$ cat src/rtl/gpio_ctrl_pkg.sv
// Shared constants and types for the GPIO peripheral.
// No logic; used by gpio_ctrl and gpio_in_sync.
// No backpressure: constants only.
package gpio_ctrl_pkg;

    localparam int GPIO_DATA_W = 32;

    localparam logic [1:0] GPIO_ADDR_IN   = 2'd0;
    localparam logic [1:0] GPIO_ADDR_OUT  = 2'd1;
    localparam logic [1:0] GPIO_ADDR_EDGE = 2'd2;
    localparam logic [1:0] GPIO_ADDR_MASK = 2'd3;

    localparam logic ASSERT_L   = 1'b0;
    localparam logic DEASSERT_L = 1'b1;

    localparam logic RW_READ  = 1'b1;
    localparam logic RW_WRITE = 1'b0;

    typedef enum logic {
        ACK_IDLE = 1'b0,
        ACK_BUSY = 1'b1
    } ack_state_t;

    typedef struct packed {
        logic       rd;
        logic       wr;
        logic [1:0] idx;
    } bus_req_t;

endpackage

$ cat src/rtl/gpio_in_sync.sv
// Two-flop input synchronizer with a previous-value register for rising-edge detection.
// Latency: level 2 clocks after the pin, rise pulse visible in the 3rd cycle.
// No backpressure: free-running every clock.
module gpio_in_sync #(
    parameter int W = 8
) (
    input  logic         clk,
    input  logic         reset_,
    input  logic [W-1:0] pin,
    output logic [W-1:0] level,
    output logic [W-1:0] rise
);

    logic [W-1:0] sync1;
    logic [W-1:0] sync2;
    logic [W-1:0] prev;

    always_ff @(posedge clk or negedge reset_) begin
        if (!reset_) begin
            sync1 <= '0;
            sync2 <= '0;
            prev  <= '0;
        end else begin
            sync1 <= pin;
            sync2 <= sync1;
            prev  <= sync2;
        end
    end

    assign level = sync2;
    assign rise  = sync2 & ~prev;

endmodule

$ cat src/rtl/gpio_ctrl.sv
// Memory-mapped GPIO: output pin register, synchronized inputs, sticky rising-edge status, masked irq.
// Latency: write lands on the access edge; read data and rdy_ registered one cycle after the access.
// No backpressure: every access is acknowledged the next cycle, back-to-back, no wait states.
module gpio_ctrl
    import gpio_ctrl_pkg::*;
#(
    parameter int                OUT_CH    = 8,
    parameter int                IN_CH     = 8,
    parameter int                DATA_W    = GPIO_DATA_W,
    parameter logic [OUT_CH-1:0] OUT_RESET = '0
) (
    input  logic              clk,
    input  logic              reset_,
    input  logic              cs_,
    input  logic              as_,
    input  logic              rw,
    input  logic [1:0]        addr,
    input  logic [DATA_W-1:0] wrData,
    output logic [DATA_W-1:0] rdData,
    output logic              rdy_,
    input  logic [IN_CH-1:0]  gpioIn,
    output logic [OUT_CH-1:0] GPIOOut,
    output logic              irq
);

    bus_req_t          req;
    ack_state_t        ack_q;
    ack_state_t        ack_nxt;
    logic [OUT_CH-1:0] out_q;
    logic [IN_CH-1:0]  mask_q;
    logic [IN_CH-1:0]  edge_q;
    logic [IN_CH-1:0]  edge_clr;
    logic [IN_CH-1:0]  in_level;
    logic [IN_CH-1:0]  in_rise;
    logic [DATA_W-1:0] rd_nxt;
    logic [DATA_W-1:0] rd_q;
    logic              irq_q;
    logic              unused_wr;

    // Only the low channel bits of write data are architected.
    assign unused_wr = ^wrData;

    gpio_in_sync #(
        .W (IN_CH)
    ) u_in_sync (
        .clk    (clk),
        .reset_ (reset_),
        .pin    (gpioIn),
        .level  (in_level),
        .rise   (in_rise)
    );

    always_comb begin
        req     = '0;
        req.idx = addr;
        if (cs_ == ASSERT_L && as_ == ASSERT_L) begin
            req.rd = (rw == RW_READ);
            req.wr = (rw == RW_WRITE);
        end
    end

    always_ff @(posedge clk or negedge reset_) begin
        if (!reset_) begin
            out_q  <= OUT_RESET;
            mask_q <= '0;
        end else if (req.wr) begin
            if (req.idx == GPIO_ADDR_OUT) out_q  <= wrData[OUT_CH-1:0];
            if (req.idx == GPIO_ADDR_MASK) mask_q <= wrData[IN_CH-1:0];
        end
    end

    // A fresh edge on a bit overrides a simultaneous write-1-to-clear.
    assign edge_clr = (req.wr && req.idx == GPIO_ADDR_EDGE) ? wrData[IN_CH-1:0] : '0;

    always_ff @(posedge clk or negedge reset_) begin
        if (!reset_) begin
            edge_q <= '0;
            irq_q  <= 1'b0;
        end else begin
            edge_q <= (edge_q & ~edge_clr) | in_rise;
            irq_q  <= |(edge_q & mask_q);
        end
    end

    always_comb begin
        rd_nxt = '0;
        if (req.rd) begin
            case (req.idx)
                GPIO_ADDR_IN:   rd_nxt[IN_CH-1:0]  = in_level;
                GPIO_ADDR_OUT:  rd_nxt[OUT_CH-1:0] = out_q;
                GPIO_ADDR_EDGE: rd_nxt[IN_CH-1:0]  = edge_q;
                GPIO_ADDR_MASK: rd_nxt[IN_CH-1:0]  = mask_q;
            endcase
        end
    end

    always_comb begin
        ack_nxt = ACK_IDLE;
        if (req.rd || req.wr) ack_nxt = ACK_BUSY;
    end

    always_ff @(posedge clk or negedge reset_) begin
        if (!reset_) begin
            ack_q <= ACK_IDLE;
            rd_q  <= '0;
        end else begin
            ack_q <= ack_nxt;
            rd_q  <= rd_nxt;
        end
    end

    assign rdy_    = (ack_q == ACK_BUSY) ? ASSERT_L : DEASSERT_L;
    assign rdData  = rd_q;
    assign GPIOOut = out_q;
    assign irq     = irq_q;

endmodule

$ cat config.mk
export PLATFORM = sky130hd
export DESIGN_NAME = gpio_ctrl
export DESIGN_NICKNAME = d
export VERILOG_FILES = /design/src/rtl/gpio_ctrl_pkg.sv /design/src/rtl/gpio_in_sync.sv /design/src/rtl/gpio_ctrl.sv
export SDC_FILE = /design/constraint.sdc
export NUM_CORES = 1
export LEC_CHECK = 0
export ABC_AREA = 1
export ABC_CLOCK_PERIOD_IN_PS = 900
export CAP_MARGIN = 20
export CORE_AREA = 5 5 91 93
export CTS_BUF_LIST = sky130_fd_sc_hd__clkbuf_4 sky130_fd_sc_hd__clkbuf_8 sky130_fd_sc_hd__clkbuf_16
export CTS_CLUSTER_SIZE = 40
export DETAILED_ROUTE_END_ITERATION = 8
export DIE_AREA = 0 0 96 98
export PLACE_DENSITY = 0.74
export SLEW_MARGIN = 30
export SYNTH_ARGS = -nofsm -noshare
export SYNTH_HDL_FRONTEND = slang
export SYNTH_HIERARCHICAL = 1
export SYNTH_SLANG_ARGS = --single-unit
export TNS_END_PERCENT = 20
$ cat constraint.sdc
create_clock -name clk -period 0.9 [get_ports clk]
set_input_delay 0.18 -clock clk [delete_from_list [all_inputs] [get_ports clk]]
set_output_delay 0.18 -clock clk [all_outputs]
set_load 0.03 [all_outputs]
# Word-level counts from Yosys, hierarchy flattened

Index checks and enable logic that the tools add are counted.

Register bits after elaboration: 58
Bits of input ports: 47
Output and inout port bits: 42
Word-level logic and storage cells: 34

Equal/unequal tests: 3
Mux-type cells: 6
Bitwise gates (word level): 9
Reductions and logical operators: 7

Operators with widths:

| kind               | count |
|---|---|
| $pmux 8 s4         | 1 |
| $and 8x8->8        | 3 |
| $mux 8             | 2 |
| $not 8->8          | 2 |
| $or 8x8->8         | 1 |
| $reduce_or 8->1    | 1 |
| $eq 2x2->1 const B | 2 |
| $reduce_and 2->1   | 2 |
| $not 1->1          | 3 |
| $eq 2x1->1 const B | 1 |
| $logic_and 1x1->1  | 2 |
| $logic_not 2->1    | 1 |
| $mux 1             | 2 |
| $mux 2             | 1 |
| $logic_or 1x1->1   | 1 |

# Longest topological paths before layout

Gate-level depths: netlist of run 1.

Depth in word-level cells: 8
Depth in mapped cells: 7
Mapped depth without buffers: 5

# Cells and area by module

Netlist of run 1, hierarchy kept.

By module, submodules not included:

| module       | instances | cells each | area an instance (um^2) | sequential area each (um^2) |
|---|---|---|---|---|
| gpio_ctrl    | 1         | 231        | 1886.8                  | 850.8 |
| gpio_in_sync | 1         | 40         | 680.7                   | 600.6 |

# Worst setup path after synthesis of run 1

No wires, ideal clock.

Path kind: input -> register
From: input rw
To: register mask_q[5]
Library setup time: 0.121 ns
Data arrival time: 0.838 ns
Required time: 0.779 ns
Setup slack: -0.059 ns
Stages on the path: 6
Path buffers: 2
Cell sequence: inv_1 > buf_6 > nand3_2 > buf_2 > nand2_1 > o21ai_1

Word-level cells in the longest chain between the ends: 3

Ends and longest elaborated chain:

| element                    | RTL line        | text |
|---|---|---|
| start: declaration         | gpio_ctrl.sv:16 | `input logic rw,` |
| $not 1->1                  | gpio_ctrl.sv:58 | `req.wr = (rw == RW_WRITE);` |
| $mux 2                     | gpio_ctrl.sv:56 | `if (cs_ == ASSERT_L && as_ == ASSERT_L) begin` |
| $reduce_and 2->1 (no line) | n/a             |  |
| end signal: assignment     | gpio_ctrl.sv:68 | `if (req.idx == GPIO_ADDR_MASK) mask_q <= wrData[IN_CH-1:0];` |
| end: declaration           | gpio_ctrl.sv:30 | `logic [IN_CH-1:0] mask_q;` |

Every way passes these cells.
A chain may end at the register's enable or synchronous reset.

# Worst setup path after layout of run 1

From: register out_q[4], in the netlist GPIOOut[4]
To: output GPIOOut[4]

RTL lines:

| element                  | RTL line        | text |
|---|---|---|
| start: declaration       | gpio_ctrl.sv:29 | `logic [OUT_CH-1:0] out_q;` |
| start signal: assignment | gpio_ctrl.sv:67 | `if (req.idx == GPIO_ADDR_OUT) out_q <= wrData[OUT_CH-1:0];` |
| end: declaration         | gpio_ctrl.sv:22 | `output logic [OUT_CH-1:0] GPIOOut,` |

No word-level cell between the ends.

==> results.md, run 1 <==
- Result of the run: finished, violations left
- Violated checks: negative setup slack
- Ranking of synthesized cells by area: sky130_fd_sc_hd__dfrtp_1 57%, sky130_fd_sc_hd__nand2_1 7.5%, sky130_fd_sc_hd__buf_4 7.3%
- FMAX: 922 MHz
- Total global routing overflow: 0
- Via count of the first global-routing pass: 1,924
- Worst-skew pair later-pin latency: 0.34 ns
- Final Hold Viols: 0
- Design area: 3490 um^2
- Number of max-slew violations in the final report: 0
- Leakage: 1.78 nW
- Crit Path Max Fanout: 2
- Final setup skew: ~0.0098 ns
- Floorplan die area: 9410 um^2
- Crit. End Element: primary output
- Worst endpoint data arrival time: approximately 0.9 ns
- CTS Root Buffer Type: sky130_fd_sc_hd__clkbuf_8
- Unrepaired setup endpoints after global routing: yes
- Sequence of cells on the critical path: buf_6
- Worst-path cell with the longest stage delay: sky130_fd_sc_hd__dfrtp_1
- Final critical-path share of the clock period: 1.20
- DRT iter0 DRCs: 87
- Vias: 1,932
- Gate count of the mapped netlist: 271
- Type of the worst setup path: reg2out
- Clock tree buffer depth: 2
- Most instantiated cells after synthesis: 58 x sky130_fd_sc_hd__dfrtp_1, 51 x sky130_fd_sc_hd__nand2_1, 37 x sky130_fd_sc_hd__inv_1, 25 x sky130_fd_sc_hd__buf_4, 17 x sky130_fd_sc_hd__nor2_1
- Synth warnings: 6
- Clock group share of total power: 0.374
- Clock tree from TritonCTS: built
- Sequential element share of the synthesized area: 0.565
- Area post-placement: between 3000 and 4000 um^2
- Remaining DRCs: 0
- Post-synth EDFFs: 0
- Nature of the critical path startpoint: flip-flop
- Internal Pwr Total: 5.12 mW
- Maximum number of pins on one net before global-route repair: 42
- Last weighted congestion value of the routability-driven placer: 0.835
- Area grow syn2layout: 35.9%
- Max stage delay on crit path: approximately 0.4 ns
- First drt pass iteration count: 4
- # port buffers: 40
- Core occupancy in the finished layout: 0.469
- Async set-or-reset flop fraction in the synthesized netlist: 1.00
- Mean routed wirelength per cell: approximately 13 um
- Horiz. Die Dim: 96 um
- Post-DR vias/cell: 4.27
- Combined flip-flop and latch cell area: 1450 um^2
- Die Y: 98 um
- Power density relative to cell area: 2050 nW/um^2
- Critical path buffer and inverter count: 1
- Min Hold Slack: between 0.2 and 0.3 ns
- Proportion of layout cells with a drive suffix above 1: 0.283
- Most common flop cell mapped by yosys: sky130_fd_sc_hd__dfrtp_1
- Antenna Cells: 0
- Post-layout min period: between 1 and 1.5 ns
- Top-level port count: 89
- Type of the worst min-delay path: in2reg
- Cell taking the most area after synthesis: sky130_fd_sc_hd__dfrtp_1
- Initial antenna violation count: 0
- Post-synth design cell area: 2570 um^2
- Effective utilization at floorplan: 0.345
- Clock slew at the register clock pins of the worst setup and hold paths: ~0.070 ns
- Total global routing track utilization: 0.133
- Setup slack after layout: -0.184 ns
- Detailed placer's ending HPWL: 4.01 mm
- Setup Total Neg Slack: -2.88 ns
- Total Nets Final: 392
- Top-count cell post-synth: sky130_fd_sc_hd__dfrtp_1
- Fraction of power spent switching nets: 0.284
- FP Rows: 32
- Number of clock sinks: just under 60
- Number of max-cap violations: 0
- Core Footprint: 7450 um^2
- Filler cells: 733
- Number of H-tree levels: 3
- Area of the multi-input gates: 847 um^2
- Switching power total: 2.03 mW
- Final setup violation count: 28
- Flop pwr share: 0.422
- Remaining number of nets flagged by the antenna check after routing: 0
- Syn avg cell area: 9.47 um^2
- Overall power: 7.15 mW
- Routed wire length: ~5.7 mm
- Area share of the leading cell type in the synthesized netlist: 0.565
- Count of different cell masters after synthesis: 21
- Number of flip-flops and latches in the synthesized netlist: between 50 and 60
- Top delay family on crit path: flip-flops
- CTS Buf Count: 9
- IR drop worst, VDD: about 900 uV
- Global-route wire length before repair: 9.34 mm
- Critical path data required time: 0.72 ns
- Combinational power share: 0.205
==> path summary, 6_finish.rpt <==
| kind | slack [ns] | start | cells past startpoint | end |
|---|---|---|---|---|
| worst max register to register | -0.06 | GPIOOut[0] | 5 | rdData[0] |
| worst min register to register | 0.34 | u_in_sync/sync1[7] | 0 | u_in_sync/level[7] |
| max in group asynchronous | 0.34 | reset_ | 3 | GPIOOut[6] |
| worst min-delay path | 0.27 | gpioIn[5] | 1 | u_in_sync/sync1[5] |
| worst max-delay path | -0.18 | GPIOOut[4] | 1 | GPIOOut[4] |
| min in group asynchronous | 0.35 | reset_ | 3 | u_in_sync/level[4] |
==> state kept, by name, summed over array words and instances, names as in the netlist <==
register and flops:
u_in_sync/sync1 8, u_in_sync/level 8, mask_q 8, ack_q 1, edge_q 8, GPIOOut 8, rdData 8, u_in_sync/prev 8
irq 1
==> repair_timing <==
action                                 4_1_cts  5_1_grt
endpoints found under the hold margin       58        0
buffers inserted                            12        0
pin swaps                                    4        4
cloned                                       1        0
resized for setup                           28        4
hold buffers                                 1        0
setup endpoints to repair                   50       45
==> final cells by class <==
type                    count  share of cell area
clock inverters             5              0.0222
inverters                  38              0.0416
well taps                 102              0.0366
clock buffers              11              0.0416
multi-input cells         166               0.243
flip-flops and latches     58               0.416
repair buffers             72               0.199
==> kinds of logic after synthesis <==
logic type	after synthesis	share of synthesized area
compound gates	32	0.0741
buf+inv	71	0.154
flops	58	0.565
other cells	1	0.00146
simple gates	109	0.205
==> layout by cell type, fill, tap and decap left out <==
cell type,synthesis,layout
sky130_fd_sc_hd__dfrtp_1,58,58
sky130_fd_sc_hd__nand2_1,51,49
sky130_fd_sc_hd__inv_1,37,34
sky130_fd_sc_hd__buf_4,25,27
sky130_fd_sc_hd__conb_1,1,24
sky130_fd_sc_hd__buf_6,4,19
sky130_fd_sc_hd__nand3_1,16,16
sky130_fd_sc_hd__clkdlybuf4s50_1,0,16
sky130_fd_sc_hd__nor2_1,17,15
sky130_fd_sc_hd__nor2_2,9,10
sky130_fd_sc_hd__clkbuf_8,0,10
sky130_fd_sc_hd__nand4_1,9,9
sky130_fd_sc_hd__a21oi_1,8,8
sky130_fd_sc_hd__o21ai_0,8,8
sky130_fd_sc_hd__o21ai_1,8,8
sky130_fd_sc_hd__o21ai_2,8,8
sky130_fd_sc_hd__dlygate4sd2_1,0,5
sky130_fd_sc_hd__nand2_2,2,4
sky130_fd_sc_hd__inv_2,1,3
sky130_fd_sc_hd__nor2_4,2,3
sky130_fd_sc_hd__nand3_4,1,3
sky130_fd_sc_hd__buf_12,0,3
sky130_fd_sc_hd__bufinv_16,0,2
sky130_fd_sc_hd__clkinv_2,0,2
sky130_fd_sc_hd__inv_4,0,1
sky130_fd_sc_hd__nor3_4,1,1
sky130_fd_sc_hd__clkinvlp_4,0,1
sky130_fd_sc_hd__clkbuf_4,0,1
sky130_fd_sc_hd__dlygate4sd3_1,0,1
sky130_fd_sc_hd__buf_2,4,1
==> per-stage QoR <==
| step | setup slack (ns) | instances |
|---|---|---|
| final | -0.184 | 452 |
| after detailed placement | -0.639 | 422 |
| after global routing | -0.225 | 452 |
| after global placement | -0.606 | 422 |
| after CTS | -0.206 | 452 |
| after floorplan | -0.0135 | 294 |
==> per-layer routing <==
layer | GRT usage | vias to the layer above | wire length (um)
met5 | 0 | - | 0
met4 | 0.0875 | 0 | 132
met3 | 0.0416 | 12 | 466
met2 | 0.196 | 68 | 2750
met1 | 0.165 | 905 | 2360
li1 | - | 947 | -
==> power groups by stage <==
stage                     logic (mW)  clock network, mW  registers [mW]
after floorplan                0.660                  0            3.21
after global placement          1.22                  0            3.06
after detailed placement        1.24                  0            3.07
after CTS                       1.46               2.75            3.01
after global routing            1.59               2.86            3.05
final                           1.46               2.67            3.02
Note: power is estimated with default switching activity, not from simulation.
==> run 2: changes to the inputs <==
Settings changed: ABC_AREA 1 to unset, CORE_AREA 5 5 91 93 to 5 5 88 90, DIE_AREA 0 0 96 98 to 0 0 93 95, PLACE_DENSITY 0.74 to 0.75.
==> results.md, run 2 <==
- Register-to-Register Path Depth: 2
- Vias: 1,541
- Post-Place Setup Slack: -1.00 ns
- Remaining DRCs: 0
- Post-synth EDFFs: 0
- Die Y: 95 um
- Final setup skew: between 0.006 and 0.007 ns
- Result of the run: finished, violations left
- First drt pass iteration count: 4
- Top library cells by usage in the layout, fill and taps aside: 58 x sky130_fd_sc_hd__dfrtp_1, 33 x sky130_fd_sc_hd__buf_6, 33 x sky130_fd_sc_hd__buf_4
- Number of flip-flops and latches in the synthesized netlist: 58
- Critical path launch point: GPIOOut[2]
- Post-synth design cell area: roughly 2400 um^2
- Area grow syn2layout: 54.6%
- Nature of the critical path startpoint: flip-flop
- Total Nets Final: 307
- Core Footprint: 6980 um^2
- Number of max-cap violations: 0
- Final Hold Viols: 0
- Worst endpoint data arrival time: 1.00 ns
- Horiz. Die Dim: 93 um
- Floorplan die area: 8840 um^2
- Clock tree buffer depth: 2
- Fraction of power spent switching nets: 0.269
- Type of the worst setup path: reg2out
- Commonest non-fill, non-tap cell in the layout: sky130_fd_sc_hd__dfrtp_1
- End of the critical path: GPIOOut[2]
- Setup slack after layout: -0.283 ns
- # port buffers: 40
- Remaining number of nets flagged by the antenna check after routing: 0
- Syn avg cell area: 14.9 um^2
- Total global routing overflow: 0
- Area share of the leading cell type in the synthesized netlist: 0.603
- Cell taking the most area after synthesis: sky130_fd_sc_hd__dfrtp_1
- Post-DR vias/cell: approximately 4.5
- Setup Total Neg Slack: -8.05 ns
- CTS Buf Count: 9
- Critical path data required time: 0.72 ns
- Ranking of synthesized cells by area: sky130_fd_sc_hd__dfrtp_1 60%, sky130_fd_sc_hd__buf_4 7.8%, sky130_fd_sc_hd__mux2_2 7.5%
- Flop pwr share: 0.414
- Final setup violation count: 43
- Crit. End Element: primary output
- Mean routed wirelength per cell: 15.6 um
- Unrepaired setup endpoints after global routing: yes
- Synth warnings: 6
- Crit Path Max Fanout: 2
- Detailed placer's ending HPWL: 3.63 mm
- Clock slew at the register clock pins of the worst setup and hold paths: approximately 0.06 ns
- CTS Root Buffer Type: sky130_fd_sc_hd__clkbuf_8
- FP Rows: 31
- Global-route wire length before repair: roughly 8.6 mm
- Maximum number of pins on one net before global-route repair: 59
- Top-level port count: 89
- Most instantiated cells after synthesis: 58 x sky130_fd_sc_hd__dfrtp_1, 25 x sky130_fd_sc_hd__buf_4, 16 x sky130_fd_sc_hd__mux2_2
- Violated checks: negative setup slack
- DRT iter0 DRCs: between 40 and 50
- Initial antenna violation count: 0
- Clock tree from TritonCTS: built
- Most common flop cell mapped by yosys: sky130_fd_sc_hd__dfrtp_1
- Internal Pwr Total: around 5.4 mW
- Number of H-tree levels: 3
- Combinational power share: 0.269
- Top-count cell post-synth: sky130_fd_sc_hd__dfrtp_1
- Capture point of the worst reg-to-reg path: rdData[5]
- Number of clock sinks: 58
- Count of different cell masters after synthesis: 20
- IR drop worst, VDD: 1280 uV
- Clock group share of total power: 0.318
- Leakage: between 1.5 and 2 nW
- Gate count of the mapped netlist: 162
- Switching power total: around 2 mW
- Routed wire length: 5.41 mm
- Min Hold Slack: 0.242 ns
- Async set-or-reset flop fraction in the synthesized netlist: 1.00
- Via count of the first global-routing pass: 1,665
- Reg-to-reg slack, setup: -0.25 ns
- Worst-skew pair later-pin latency: ~0.33 ns
- Proportion of layout cells with a drive suffix above 1: 0.553
- Final critical-path share of the clock period: 1.31
- Antenna Cells: 0
- Number of max-slew violations in the final report: 0
- Last weighted congestion value of the routability-driven placer: 0.774
- Type of the worst min-delay path: in2reg
- Post-layout min period: around 1.2 ns
- Sequential element share of the synthesized area: 0.603
- Total global routing track utilization: 0.133
- FMAX: ~850 MHz
- Power density relative to cell area: 1970 nW/um^2
- Effective utilization at floorplan: 0.345
- Launch point of the worst reg-to-reg path: mask_q[5]
## run 2: cell types whose count changed after synthesis, moves of 9 or more
cell	previous run	this run
sky130_fd_sc_hd__inv_1	37	1
sky130_fd_sc_hd__mux2_2	0	16
sky130_fd_sc_hd__nand2_1	51	8
sky130_fd_sc_hd__nand3_1	16	0
sky130_fd_sc_hd__nor2_1	17	1
sky130_fd_sc_hd__nor2_2	9	0
## run 2: worst min path at each step
stage | cells after the start | startpoint | to
global route | 4 | as_ | ack_q
floorplan | 0 | reset_ | GPIOOut[0]
CTS | 3 | as_ | ack_q
finish | 4 | as_ | ack_q
detailed placement | 2 | reset_ | u_in_sync/sync1[4]
global placement | 2 | reset_ | u_in_sync/sync1[4]
## run 2: timing repair
action / 4_1_cts / 5_1_grt
pin swaps: 12 / 8
gates cloned: 1 / 0
hold buffers: 1 / 0
endpoints found under the hold margin: 58 / 0
gates resized for setup: 77 / 19
setup endpoints to repair: 51 / 48
buffers inserted: 3 / 2
## run 2: power by group through the flow
stage / Combinational (mW) / Sequential, mW / Clock (mW)
finish: 1.97 / 3.03 / 2.33
global route: 2.08 / 3.06 / 2.54
CTS: 1.89 / 3.02 / 2.39
detailed placement: 1.62 / 3.04 / 0
global placement: 1.59 / 3.03 / 0
floorplan: 0.609 / 3.25 / 0
## run 2: layout make-up
type	instances	area (um^2)
clock buffers	12	153
well taps	82	103
fillers	548	3260
clock inverters	3	40.0
flip-flops and latches	58	1450
repair buffers	93	943
inverters	1	3.75
multi-input cells	97	1020
## run 2: through the flow
stage	cells	power, mW	util	cell area (um^2)
finish	346	7.33	0.533	3720
global route	346	7.68	0.533	3720
CTS	344	7.31	0.517	3610
detailed placement	324	4.65	0.448	3130
global placement	324	4.62	0.448	3130
floorplan	185	3.86	-	2490
## run 2: routing by layer
metal / track usage / up-vias / wire length [um]
li1: - / 713 / -
met4: 0.0366 / 0 / 44
met2: 0.211 / 45 / 2720
met5: 0 / - / 0
met1: 0.167 / 776 / 2400
met3: 0.0566 / 7 / 237
## run 2: worst max-delay path: stages (launching register included)
cell and delay [ns]:
sky130_fd_sc_hd__dfrtp_1 0.41, sky130_fd_sc_hd__buf_6 0.14, sky130_fd_sc_hd__buf_6 0.13
## run 2: kinds of logic after synthesis
family / count (synthesis) / synth area share
buffers and inverters: 30 / 0.0900
other: 1 / 0.00156
AOI/OAI and AO/OA: 12 / 0.0374
DFF: 58 / 0.603
muxes: 24 / 0.150
and+or+nand+nor: 37 / 0.118
